## src/rtl/ram_pkg.sv

```systemverilog
// Shared types and helpers for the synchronous single-port RAM.
// Holds the clear/idle state encoding, latency bounds and address-width helper.
package ram_pkg;

  typedef enum logic {
    CLEAR,
    IDLE
  } state_t;

  localparam int READ_LATENCY_MIN = 1;
  localparam int READ_LATENCY_MAX = 2;

  function automatic int addr_w(input int depth);
    return (depth > 2) ? $clog2(depth) : 1;
  endfunction

endpackage

```

## src/rtl/ram_sp_sync_if.sv

```systemverilog
// Request/response bundle of the single-port RAM.
// master drives requests and clear_start; slave returns ready, busy and read data.
interface ram_sp_sync_if
  import ram_pkg::*;
#(
  parameter int DATA_W = 8,
  parameter int DEPTH  = 16
) ();

  localparam int ADDR_W = addr_w(DEPTH);
  localparam int BE_W   = DATA_W / 8;

  logic              req_valid;
  logic              req_ready;
  logic              req_we;
  logic [ADDR_W-1:0] req_addr;
  logic [DATA_W-1:0] req_wdata;
  logic [BE_W-1:0]   req_be;
  logic              clear_start;
  logic              init_busy;
  logic              rsp_valid;
  logic [DATA_W-1:0] rsp_rdata;
  logic              rsp_err;

  modport master (
    output req_valid, req_we, req_addr,
    output req_wdata, req_be, clear_start,
    input  req_ready, init_busy,
    input  rsp_valid, rsp_rdata, rsp_err
  );

  modport slave (
    input  req_valid, req_we, req_addr,
    input  req_wdata, req_be, clear_start,
    output req_ready, init_busy,
    output rsp_valid, rsp_rdata, rsp_err
  );

endinterface

```

## src/rtl/ram_core_array.sv

```systemverilog
// Plain storage: byte-enable write port, registered read port, no reset.
// Ports: i_we/i_be/i_wdata write, i_re read into o_rdata, shared i_addr.
module ram_core_array #(
  parameter int DATA_W = 8,
  parameter int DEPTH  = 16,
  parameter int ADDR_W = 4,
  parameter int BE_W   = DATA_W / 8
) (
  input  logic              clk,
  input  logic              i_we,
  input  logic              i_re,
  input  logic [ADDR_W-1:0] i_addr,
  input  logic [DATA_W-1:0] i_wdata,
  input  logic [BE_W-1:0]   i_be,
  output logic [DATA_W-1:0] o_rdata
);

  logic [DATA_W-1:0] r_mem [DEPTH];
  logic [DATA_W-1:0] r_rdata;

  always_ff @(posedge clk) begin
    if (i_we) begin
      for (int b = 0; b < BE_W; b++) begin
        if (i_be[b]) begin
          r_mem[i_addr][8*b +: 8] <= i_wdata[8*b +: 8];
        end
      end
    end
    if (i_re) begin
      r_rdata <= r_mem[i_addr];
    end
  end

  assign o_rdata = r_rdata;

endmodule

```

## src/rtl/ram_sp_sync.sv

```systemverilog
// Synchronous single-port RAM with clear engine and 1/2-cycle read latency.
// Ports: clk, rst_n (async low), bus (slave side of ram_sp_sync_if).
module ram_sp_sync
  import ram_pkg::*;
#(
  parameter int              DATA_W       = 8,
  parameter int              DEPTH        = 16,
  parameter int              READ_LATENCY = 1,
  parameter logic [DATA_W-1:0] INIT_VALUE = '0
) (
  input logic          clk,
  input logic          rst_n,
  ram_sp_sync_if.slave bus
);

  localparam int ADDR_W = addr_w(DEPTH);
  localparam int BE_W   = DATA_W / 8;
  localparam logic [ADDR_W:0]   DEPTH_X = (ADDR_W+1)'(DEPTH);
  localparam logic [ADDR_W-1:0] LAST    = ADDR_W'(DEPTH - 1);

  if (DATA_W % 8 != 0) begin : g_bad_dw
    $error("DATA_W must be a multiple of 8");
  end
  if (READ_LATENCY < READ_LATENCY_MIN ||
      READ_LATENCY > READ_LATENCY_MAX) begin : g_bad_lat
    $error("READ_LATENCY must be 1 or 2");
  end
  if (DEPTH < 2) begin : g_bad_depth
    $error("DEPTH must be at least 2");
  end

  state_t            r_state;
  logic [ADDR_W-1:0] r_clr_cnt;
  logic              r_ready;
  logic              r_busy;
  logic              r_v1;
  logic              r_e1;
  logic              r_ok;

  logic              w_acc;
  logic              w_in_rng;
  logic              w_clr;
  logic              w_we;
  logic              w_re;
  logic [ADDR_W-1:0] w_addr;
  logic [DATA_W-1:0] w_wdata;
  logic [BE_W-1:0]   w_be;
  logic [DATA_W-1:0] w_rdata;
  logic [DATA_W-1:0] w_d1;

  assign w_acc    = bus.req_valid && r_ready;
  assign w_in_rng = {1'b0, bus.req_addr} < DEPTH_X;
  assign w_clr    = (r_state == CLEAR);

  // Clear engine owns the port while busy; ready is low then.
  assign w_we    = w_clr || (w_acc && bus.req_we && w_in_rng);
  assign w_re    = w_acc && !bus.req_we && w_in_rng;
  assign w_addr  = w_clr ? r_clr_cnt : bus.req_addr;
  assign w_wdata = w_clr ? INIT_VALUE : bus.req_wdata;
  assign w_be    = w_clr ? '1 : bus.req_be;

  ram_core_array #(
    .DATA_W (DATA_W),
    .DEPTH  (DEPTH),
    .ADDR_W (ADDR_W),
    .BE_W   (BE_W)
  ) u_core (
    .clk     (clk),
    .i_we    (w_we),
    .i_re    (w_re),
    .i_addr  (w_addr),
    .i_wdata (w_wdata),
    .i_be    (w_be),
    .o_rdata (w_rdata)
  );

  always_ff @(posedge clk or negedge rst_n) begin
    if (!rst_n) begin
      r_state   <= CLEAR;
      r_clr_cnt <= '0;
      r_ready   <= 1'b0;
      r_busy    <= 1'b1;
    end else begin
      unique case (r_state)
        CLEAR: begin
          r_clr_cnt <= r_clr_cnt + ADDR_W'(1);
          if (r_clr_cnt == LAST) begin
            r_state   <= IDLE;
            r_clr_cnt <= '0;
            r_ready   <= 1'b1;
            r_busy    <= 1'b0;
          end
        end
        IDLE: begin
          if (bus.clear_start) begin
            r_state   <= CLEAR;
            r_clr_cnt <= '0;
            r_ready   <= 1'b0;
            r_busy    <= 1'b1;
          end
        end
      endcase
    end
  end

  // r_ok masks the unreset array register and forces 0 on bad reads.
  always_ff @(posedge clk or negedge rst_n) begin
    if (!rst_n) begin
      r_v1 <= 1'b0;
      r_e1 <= 1'b0;
      r_ok <= 1'b0;
    end else begin
      r_v1 <= w_acc && !bus.req_we;
      r_e1 <= w_acc && !bus.req_we && !w_in_rng;
      if (w_acc && !bus.req_we) begin
        r_ok <= w_in_rng;
      end
    end
  end

  assign w_d1 = r_ok ? w_rdata : '0;

  if (READ_LATENCY == READ_LATENCY_MAX) begin : g_lat2
    logic              r_v2;
    logic              r_e2;
    logic [DATA_W-1:0] r_d2;

    always_ff @(posedge clk or negedge rst_n) begin
      if (!rst_n) begin
        r_v2 <= 1'b0;
        r_e2 <= 1'b0;
        r_d2 <= '0;
      end else begin
        r_v2 <= r_v1;
        r_e2 <= r_e1;
        if (r_v1) begin
          r_d2 <= w_d1;
        end
      end
    end

    assign bus.rsp_valid = r_v2;
    assign bus.rsp_err   = r_e2;
    assign bus.rsp_rdata = r_d2;
  end else begin : g_lat1
    assign bus.rsp_valid = r_v1;
    assign bus.rsp_err   = r_e1;
    assign bus.rsp_rdata = w_d1;
  end

  assign bus.req_ready = r_ready;
  assign bus.init_busy = r_busy;

endmodule
```

## src/flat_wrapper.sv

```systemverilog
// flat-port wrapper written by rule: the top's interface ports become plain ports
module ram_sp_sync_flat import ram_pkg::*;
#(
  parameter int              DATA_W       = 8,
  parameter int              DEPTH        = 16,
  parameter int              READ_LATENCY = 1,
  parameter logic [DATA_W-1:0] INIT_VALUE = '0
)
  (clk, rst_n, bus_req_valid, bus_req_we, bus_req_addr, bus_req_wdata, bus_req_be, bus_clear_start, bus_req_ready, bus_init_busy, bus_rsp_valid, bus_rsp_rdata, bus_rsp_err);
  ram_sp_sync_if #(.DATA_W(DATA_W), .DEPTH(DEPTH)) bus_i ();
  input logic clk;
  input logic rst_n;
  input wire logic [$bits(bus_i.req_valid)-1:0] bus_req_valid;
  input wire logic [$bits(bus_i.req_we)-1:0] bus_req_we;
  input wire logic [$bits(bus_i.req_addr)-1:0] bus_req_addr;
  input wire logic [$bits(bus_i.req_wdata)-1:0] bus_req_wdata;
  input wire logic [$bits(bus_i.req_be)-1:0] bus_req_be;
  input wire logic [$bits(bus_i.clear_start)-1:0] bus_clear_start;
  output wire logic [$bits(bus_i.req_ready)-1:0] bus_req_ready;
  output wire logic [$bits(bus_i.init_busy)-1:0] bus_init_busy;
  output wire logic [$bits(bus_i.rsp_valid)-1:0] bus_rsp_valid;
  output wire logic [$bits(bus_i.rsp_rdata)-1:0] bus_rsp_rdata;
  output wire logic [$bits(bus_i.rsp_err)-1:0] bus_rsp_err;
  assign bus_i.req_valid = bus_req_valid;
  assign bus_i.req_we = bus_req_we;
  assign bus_i.req_addr = bus_req_addr;
  assign bus_i.req_wdata = bus_req_wdata;
  assign bus_i.req_be = bus_req_be;
  assign bus_i.clear_start = bus_clear_start;
  assign bus_req_ready = bus_i.req_ready;
  assign bus_init_busy = bus_i.init_busy;
  assign bus_rsp_valid = bus_i.rsp_valid;
  assign bus_rsp_rdata = bus_i.rsp_rdata;
  assign bus_rsp_err = bus_i.rsp_err;
  ram_sp_sync #(.DATA_W(DATA_W), .DEPTH(DEPTH), .READ_LATENCY(READ_LATENCY), .INIT_VALUE(INIT_VALUE)) u_core (.clk(clk), .rst_n(rst_n), .bus(bus_i));
endmodule
```

## config.mk

```make
export PLATFORM = sky130hd
export DESIGN_NAME = ram_sp_sync_flat
export DESIGN_NICKNAME = d
export VERILOG_FILES = /design/src/rtl/ram_pkg.sv /design/src/rtl/ram_sp_sync_if.sv /design/src/rtl/ram_core_array.sv /design/src/rtl/ram_sp_sync.sv /design/src/flat_wrapper.sv
export SDC_FILE = /design/constraint.sdc
export NUM_CORES = 1
export LEC_CHECK = 0
export BUFFER_PORTS_ARGS = -buffer_cell sky130_fd_sc_hd__buf_2
export CORE_MARGIN = 2
export CORE_UTILIZATION = 30
export DETAILED_ROUTE_END_ITERATION = 10
export GPL_TIMING_DRIVEN = 0
export SYNTH_ARGS = -nofsm -noshare
export SYNTH_HDL_FRONTEND = slang
export SYNTH_SLANG_ARGS = --single-unit
```

## constraint.sdc

```tcl
create_clock -name clk -period 2.4 [get_ports clk]
set_input_delay 0.12 -clock clk [delete_from_list [all_inputs] [get_ports clk]]
set_output_delay 0.12 -clock clk [all_outputs]
set_load 0.005 [all_outputs]
```

## Word-level counts from Yosys, hierarchy flattened

Memories as Yosys holds them, arrays and structs flattened. A register that Yosys moved wholly into a read port is not among the register bits.
Cells that the tools add are included.

- Reductions and logical operators: 6
- Bitwise gates (word level): 1
- Add/subtract/negate cells: 1
- Eq/ne operators: 3
- Mux-type cells: 19

Operators by type and width:

| cell | count |
|---|---|
| two-way mux 8 bit | 2 |
| two-way mux 4 bit | 3 |
| two-way mux 1 bit | 10 |
| one-hot mux 4 bit (2 select lines) | 1 |
| one-hot mux 1 bit (2 select lines) | 3 |
| adder 4 x 1 -> 4 bit (second input constant) | 1 |
| == test 4 bit (second input constant) | 1 |
| inequality test 2 bit (second input constant) | 2 |
| logical AND 1 bit | 3 |
| AND reduction 2 bit | 1 |
| zero test 1 bit | 1 |
| logical OR 1 bit | 1 |
| inverter 1 bit | 1 |

- Memory bits (writable): 128
- Register bits after elaboration: 9
- Input port bits: 18
- Output and inout port bits: 12
- Word-level logic and storage cells: 37
- Memories kept: 1

Memory list:

| memory | depth | width | rd ports | clocked after memory_dff | write ports | RTL line | RTL |
|---|---|---|---|---|---|---|---|
| u_core.u_core.r_mem | 16 | 8 | 1 | 1 | 1 | ram_core_array.sv:18 | `logic [DATA_W-1:0] r_mem [DEPTH];` |

## Longest topological paths before layout

Gate-level depths: netlist (run 1).

- Depth in word-level cells: 5
- Gate-level depth with buffers: 7
- Depth with buffers taken out: 5

## By module

A second synthesis (run 1) with hierarchy kept.

- Cell total of the unflattened synthesis: 299
- Area total of the unflattened synthesis: 5844.4 um2

By module, submodules not included:

| module | cells an instance | times used | sequential area each (um2) | area an instance (um2) |
|---|---|---|---|---|
| ram_core_array | 233 | 1 | 4083.9 | 5231.3 |
| ram_sp_sync | 66 | 1 | 226.5 | 613.1 |

## Worst setup path after synthesis (run 1)

OpenSTA, ideal clock, no wires.

- Kind: register to register
- Start point: register u_core.r_state
- End point: memory u_core.u_core.r_mem[4][0], enable pin
- Period minus slack after synthesis: 2160 ps
- Stages on the path, launching flop included: 6
- Path slack: 240 ps
- Data arrival time: 1790 ps
- Required time: 2030 ps
- Setup time: 370 ps
- Path buffers: 2
- Path through: dfrtp_1 > buf_4 > buf_2 > nor3b_1 > nor2_1 > nor2_1

- Cells in the longest elaborated chain, start to end: 4
- Elaborated cells on any way between the ends: 7
- Classes of those cells: mux: 5; bitwise: 1; reduce/logical: 1

Ends and longest elaborated chain:

| item | RTL line | RTL |
|---|---|---|
| start, declared | ram_sp_sync.sv:32 | `state_t r_state;` |
| start signal, assigned | ram_sp_sync.sv:79 | `r_state <= CLEAR;` |
| start signal, assigned | ram_sp_sync.sv:88 | `r_state <= IDLE;` |
| start signal, assigned | ram_sp_sync.sv:96 | `r_state <= CLEAR;` |
| two-way mux 1 bit or inverter 1 bit (tied branches) | ram_sp_sync.sv:60, ram_sp_sync.sv:53 |  |
| two-way mux 1 bit or logical OR 1 bit (tied branches) | ram_core_array.sv:24, ram_sp_sync.sv:56 |  |
| two-way mux 1 bit | ram_core_array.sv:22 | `if (i_we) begin` |
| two-way mux 1 bit (implied by the code) | ram_core_array.sv:25 | `r_mem[i_addr][8*b +: 8] <= i_wdata[8*b +: 8];` |
| end, declared | ram_core_array.sv:18 |  |

Several ways; a longest one is shown, not always the timed one.

## Final worst setup path (run 1)

- Start point: register u_core.r_clr_cnt[1]
- End point: register u_core.u_core.r_rdata[0] (netlist: u_core.u_core.o_rdata[0]) (read register of u_core.u_core.r_mem) (data pin)

- Cells in the longest elaborated chain, start to end: 1

Ends and longest elaborated chain:

| item | RTL line | RTL |
|---|---|---|
| start, declared | ram_sp_sync.sv:33 | `logic [ADDR_W-1:0] r_clr_cnt;` |
| start signal, assigned | ram_sp_sync.sv:86 | `r_clr_cnt <= r_clr_cnt + ADDR_W'(1);` |
| two-way mux 4 bit | ram_sp_sync.sv:58 | `assign w_addr = w_clr ? r_clr_cnt : bus.req_addr;` |
| end, declared | ram_core_array.sv:19 | `logic [DATA_W-1:0] r_rdata;` |

No other way between the ends.
A chain may end at the register's enable or synchronous reset.

==> impl_metrics.json, run 1 <==
{
  "status": "finished, final reports clean",
  "clock.fmax_mhz": 425,
  "drive_above_1_share_pct": 31.5,
  "rsz0062_at_grt": "no",
  "grt_pass1_vias": 4622,
  "synth-edff-count": 136,
  "p_sw_mw": 3.76,
  "cts-root-buf": "clkbuf_16",
  "grt-busiest-layer": "met2",
  "finish.instance_area_sq_um": 8430,
  "syn_area_per_cell_sq_um": 14.2,
  "fillCellCount": 1972,
  "ys.flop_type": "edfxtp_1",
  "core_area_sq_um": 22000,
  "p_total_mw": 10.5,
  "synthArstFlopShare_pct": 6.21,
  "sequentialPowerShare_pct": 34.8,
  "clock_path_buffers": 2,
  "nets": 552,
  "worst-setup-path-type": "flop to flop",
  "path_max_fanout": 10,
  "fp.dieH_um": 154,
  "numCtsBuffers": 17,
  "path_cells": "buf_6 -> clkbuf_1 -> clkbuf_2 -> a31o_2 -> o41ai_2 -> nand4_1",
  "ios": 30,
  "leakagePower_nw": 2.98,
  "whs_ps": 66.1,
  "syn_area_sq_um": 6760,
  "diodes": 0,
  "path_clk_slew_ps": 60,
  "start_util_pct": 30.8,
  "rows": 54,
  "dieArea_sq_um": 23800,
  "grt.overflow.total": 0,
  "end_kind": "flop",
  "routabilityCongestion": 0.864,
  "syn-num-nets": 494,
  "synth_warnings": 0,
  "ff2ff_path_depth": 6,
  "cts_max_level": 4,
  "start_kind": "flop",
  "hold_class": "primary input to asynchronous set/reset pin",
  "antenna_found_initial": 0,
  "power_density_nw_per_um2": 1250,
  "dpl-instance-area_sq_um": 7250,
  "syn-instance-count": 475,
  "drt_first_pass_iters": 5,
  "pwr-share-clk_pct": 26.0,
  "skew_ps": 11.5,
  "cts.sinks": 145,
  "place_inst": 783,
  "detailed_place_hpwl_um": 12800,
  "grt_usage_pct": 16.2,
  "final_cell_mix": "136 x edfxtp_1, 40 x nand2_1, 35 x buf_2, 32 x nand4b_1, 25 x nand4_1",
  "numPortBuffers": 28,
  "p_comb_share_pct": 39.3,
  "stdcell_count": 826,
  "cp_slowest_cell": "o41ai_2",
  "setup_viol": 0,
  "utilization_pct": 38.4,
  "ys_types": 48,
  "syn_to_final_growth_pct": 24.6,
  "slowest_delay_ps": 510,
  "final_common_cell": "edfxtp_1",
  "wl_per_cell_um": 22.8,
  "internal_power_mw": 6.75,
  "vias": 4558,
  "timing.rr.start": "u_core.r_clr_cnt[1]$_DFFE_PN0P_",
  "viasPerCell": 5.52,
  "grt_max_degree": 17,
  "drt_iter0_markers": 382,
  "irDropWorstVdd_mv": 0.480,
  "clk_latency_ps": 430,
  "crit_required_ps": 2550,
  "timing.rr.end": "u_core.u_core.o_rdata[0]$_DFFE_PP_",
  "use_met3_pct": 3.24,
  "finalMaxSlewViolations": 0,
  "slew_headroom_pct": 35.6,
  "timing.final.hold_violations": 0,
  "cts_tree": "done",
  "postRouteAntennaNets": 0,
  "met2_usage_pct": 27.5,
  "timing.final.crit_share_pct": 98.0,
  "r2r_setup_slack_ps": 50,
  "ys_seq_elements": 145,
  "seq_area_frac_synth_pct": 63.7,
  "max_cap_viol_count": 0,
  "sw_frac_of_total_pct": 35.8,
  "worst_slew_pin_slew_ps": 966,
  "drc": 0,
  "wirelength_um": 18800,
  "die_x_um": 154,
  "gr-usage-met1_pct": 20.8,
  "cp_data_arrival_time_ps": 2510,
  "grt_pass1_wl_um": 28200,
  "final.min_clock_period_ps": 2350
}
[layout make-up]
class | count | area, sq um | area share [%]
Timing Repair Buffer | 39 | 303 | 3.59
Clock buffer | 19 | 443 | 5.26
Multi-Input combinational cell | 286 | 2610 | 31.0
Buffer | 41 | 223 | 2.64
Tap cell | 280 | 350 | 4.16
Clock inverter | 13 | 173 | 2.05
Inverter | 3 | 11.3 | 0.134
Sequential cell | 145 | 4310 | 51.2
[cells in the mapped netlist, types with 2 or more instances]
master	n	area share, %
o22ai_1	3	0.28
a31o_2	12	1.6
inv_1	3	0.17
o21a_1	16	1.8
nor2_1	26	1.4
buf_6	2	0.33
nand3_1	3	0.22
edfxtp_1	136	60
buf_2	8	0.59
mux4_1	5	1.9
and4b_1	16	2.4
nand2_1	43	2.4
clkbuf_1	24	1.3
a21oi_1	4	0.30
and2_1	16	1.5
a31o_1	4	0.52
buf_4	2	0.22
mux2i_1	2	0.30
o21ai_0	18	1.3
o41ai_1	16	2.1
dfrtp_1	8	3.0
nand4b_1	32	4.1
nand4bb_1	7	1.2
buf_1	3	0.17
or4bb_1	9	1.5
nand4_1	25	2.3
mux4_2	11	3.7
[power groups by stage]
stage,sequential (mW),combinational (mW),clock (mW)
floorplan,3.64,2.22,0
global placement,3.68,3.17,0
detailed placement,3.71,3.25,0
CTS,3.65,3.93,2.76
global route,3.70,4.37,2.88
finish,3.65,4.13,2.73
[worst max path at each step]
| stage | end | slack, ps | from | cells after the start |
|---|---|---|---|---|
| 2_1_floorplan | u_core.u_core.r_mem[4][0]$_DFFE_PP_ | 240 | u_core.r_state$_DFF_PN0_ | 5 |
| 3_3_place_gp | u_core.u_core.r_mem[12][0]$_DFFE_PP_ | -480 | u_core.r_state$_DFF_PN0_ | 6 |
| 3_5_place_dp | u_core.u_core.r_mem[4][2]$_DFFE_PP_ | -550 | u_core.r_state$_DFF_PN0_ | 6 |
| 4_1_cts | u_core.u_core.o_rdata[1]$_DFFE_PP_ | -20 | u_core.r_clr_cnt[1]$_DFFE_PN0P_ | 6 |
| 5_1_grt | u_core.u_core.r_mem[7][4]$_DFFE_PP_ | 1 | u_core.r_state$_DFF_PN0_ | 8 |
| 6_report | u_core.u_core.o_rdata[0]$_DFFE_PP_ | 50 | u_core.r_clr_cnt[1]$_DFFE_PN0P_ | 6 |
[critical path, delay by kind of cell, from the launching register on]
kind	cells	cell delay, ps
flops	1	390
compound gates	2	770
simple gates	1	160
buf+inv	3	750
[sequential cells by signal, summed over array words and instances, names as in the netlist]
| name | count |
|---|---|
| u_core.u_core.r_mem | 128 |
| u_core.u_core.o_rdata | 8 |
| u_core.bus.rsp_valid | 1 |
| u_core.bus.req_ready | 1 |
| u_core.r_clr_cnt | 4 |
| u_core.r_ok | 1 |
| u_core.r_state | 1 |
| u_core.bus.init_busy | 1 |
[repair_timing]
item	in CTS	in global routing
hold endpoints to repair	15	0
resized for setup	70	26
setup endpoints to repair	264	212
pin swaps	7	3
setup buffers	9	0
hold buffers	2	0
[cells by family after synthesis]
family	share of synthesized area (%)
muxes	6.40
AOI/OAI and AO/OA	8.55
other	0.0555
adders and majority gates	0.185
buffers and inverters	3.18
and+or+nand+nor	17.8
DFF	63.7
xor gates and xnor gates	0.130
[stage by stage]
step	setup slack, ps	setup TNS [ps]
finish	48.1	0
global route	1.04	0
CTS	-16.1	-81.2
detailed placement	-550	-76860
global placement	-485	-58950
floorplan	240	0
[layer usage]
layer	vias to the layer above	share of wire, %
li1	2043	-
met1	2335	42
met2	157	51
met3	23	5.6
met4	0	1.8
met5	-	0
Power figures use the tool's default switching activity.
==> inputs of run 2 (changes only) <==
- CORE_UTILIZATION: 30 -> 61
- PLACE_DENSITY: default -> 0.79
==> run 2 against run 1 <==
Against the previous run: via count is 6.8% higher; worst setup slack got worse by 150 ps; largest power group unchanged; sequential power about the same; the run now ends with setup timing left; global-route usage grew 17 points; core utilization up 37 points.
==> impl_metrics.json, run 2 (synthesized netlist as in run 1, its figures left out) <==
{
  "cts_max_level": 4,
  "grt_pass1_vias": 4740,
  "path_cells": "buf_6 -> clkbuf_1 -> buf_1 -> a31o_2 -> o41ai_2 -> nand4_1",
  "final_cell_mix": "136 x edfxtp_1, 40 x nand2_1, 34 x buf_2, 32 x nand4b_1, 25 x nand4_1",
  "start_util_pct": 62.4,
  "clk_latency_ps": 530,
  "status": "finished with violations",
  "grt-busiest-layer": "met2",
  "ios": 30,
  "numPortBuffers": 28,
  "start_kind": "flop",
  "slew_headroom_pct": 35.2,
  "timing.final.hold_violations": 0,
  "dieArea_sq_um": 11900,
  "grt_pass1_wl_um": 27900,
  "timing.rr.end": "u_core.u_core.o_rdata[4]$_DFFE_PP_",
  "rows": 38,
  "irDropWorstVdd_mv": 0.897,
  "worst-setup-path-type": "flop to flop",
  "gr-usage-met1_pct": 44.2,
  "cp_slowest_cell": "o41ai_2",
  "setup_viol": 1,
  "finalMaxSlewViolations": 0,
  "use_met3_pct": 7.82,
  "clock.fmax_mhz": 399,
  "largest_reg_flops": 128,
  "worstHoldPathCells": 3,
  "nets": 553,
  "stdcell_count": 687,
  "worstHoldEndpoint": "u_core.bus.rsp_valid$_DFF_PN0_",
  "cp_data_arrival_time_ps": 2750,
  "fillCellCount": 602,
  "power_density_nw_per_um2": 1260,
  "grt_usage_pct": 33.1,
  "postRouteAntennaNets": 0,
  "slowest_delay_ps": 600,
  "drt_iter0_markers": 773,
  "die_x_um": 109,
  "path_clk_slew_ps": 60,
  "grt_max_degree": 17,
  "drt_first_pass_iters": 6,
  "hold_class": "primary input to flop",
  "grt.overflow.total": 0,
  "timing.final.crit_share_pct": 104,
  "detailed_place_hpwl_um": 11400,
  "r2r_setup_slack_ps": -110,
  "cts-root-buf": "clkbuf_8",
  "p_total_mw": 10.3,
  "vias": 4868,
  "cts.sinks": 145,
  "ff2ff_path_depth": 6,
  "final.min_clock_period_ps": 2510,
  "wirelength_um": 18800,
  "antenna_found_initial": 1,
  "met2_usage_pct": 51.6,
  "diodes": 0,
  "max_cap_viol_count": 0,
  "regMostFlops": "u_core.u_core.r_mem",
  "postLayoutSetupSlackWorst_ps": -105,
  "routabilityCongestion": 0.954,
  "violations": "setup timing",
  "core_area_sq_um": 10800,
  "worstHoldStart": "bus_req_valid",
  "leakagePower_nw": 2.94,
  "skew_ps": 7.19,
  "end_kind": "flop",
  "final_common_cell": "edfxtp_1",
  "viasPerCell": 7.09,
  "numCtsBuffers": 17,
  "timing.rr.start": "u_core.r_clr_cnt[1]$_DFFE_PN0P_",
  "fp.dieH_um": 109,
  "drc": 0,
  "path_max_fanout": 10,
  "cts_tree": "done",
  "syn_to_final_growth_pct": 21.1,
  "drive_above_1_share_pct": 30.3,
  "place_inst": 643,
  "crit_required_ps": 2640,
  "worst_slew_pin_slew_ps": 972,
  "clock_path_buffers": 2,
  "wl_per_cell_um": 27.4
}
## run 2: changes by cell type in the layout (fill, tap and decap cells not counted), moves of 2 or more
cell	previous run	this run
buf_1	0	3
buf_4	6	3
clkbuf_1	19	21
clkbuf_2	8	6
dlygate4sd3_1	2	4
inv_6	4	2
o41ai_2	11	14
o41ai_4	4	1
## run 2: critical path: cells and delay by family, from the launching register on
family | cells | cell delay (ps)
AO/OA/AOI/OAI | 2 | 900
buffers and inverters | 3 | 730
flip-flops | 1 | 390
AND/OR/NAND/NOR | 1 | 190
## run 2: per-stage QoR
step | worst slack, ps | cell area (sq um) | setup TNS (ps) | util [%] | hold slack (ps)
after global routing | -102 | 8190 | -201 | 75.5 | 62.3
final | -105 | 8190 | -105 | 75.5 | 52.2
after CTS | 0.662 | 8080 | 0 | 74.5 | 5.83
after detailed placement | -546 | 7080 | -57970 | 65.3 | -14.4
after global placement | -439 | 7080 | -46840 | 65.3 | -21.2
after floorplan | 240 | 6760 | 0 | - | -176
## run 2: layer usage
metal	wire [um]	share of wire (%)
met2	9080	48
met5	0	0
met4	938	5.0
met3	1870	10
met1	6910	37
## run 2: repair_timing
| action | in CTS | in global routing |
|---|---|---|
| hold buffers | 4 | 0 |
| pin swaps | 8 | 4 |
| setup endpoints to repair | 246 | 166 |
| buffers inserted | 8 | 0 |
| endpoints found under the hold margin | 17 | 0 |
| resized for setup | 60 | 30 |
## run 2: worst max path at each step
stage / startpoint / to / slack (ps) / cells after the start
floorplan: u_core.r_state$_DFF_PN0_ / u_core.u_core.r_mem[4][0]$_DFFE_PP_ / 240 / 5
global placement: u_core.r_state$_DFF_PN0_ / u_core.u_core.r_mem[0][1]$_DFFE_PP_ / -440 / 6
detailed placement: u_core.r_state$_DFF_PN0_ / u_core.u_core.r_mem[0][2]$_DFFE_PP_ / -550 / 6
CTS: u_core.r_state$_DFF_PN0_ / u_core.u_core.r_mem[6][2]$_DFFE_PP_ / 0.7 / 7
global route: u_core.r_clr_cnt[1]$_DFFE_PN0P_ / u_core.u_core.o_rdata[4]$_DFFE_PP_ / -100 / 6
finish: u_core.r_clr_cnt[1]$_DFFE_PN0P_ / u_core.u_core.o_rdata[4]$_DFFE_PP_ / -110 / 6
## run 2: cell type report
class	instances	area, sq um	area share, %
Buffer	41	219	2.67
Clock inverter	12	135	1.65
Tap cell	140	175	2.14
Sequential cell	145	4310	52.6
Timing Repair Buffer	40	328	4.00
Inverter	3	11.3	0.138
Clock buffer	20	425	5.20
Multi-Input combinational cell	286	2580	31.6
## run 2: power by group
part	internal [mW]	switching (mW)	total, mW	leakage (nW)
registers	3.47	0.196	3.67	1.38
clock network	1.48	1.05	2.53	0.262
logic	1.56	2.55	4.10	1.30
total	6.51	3.79	10.3	2.94
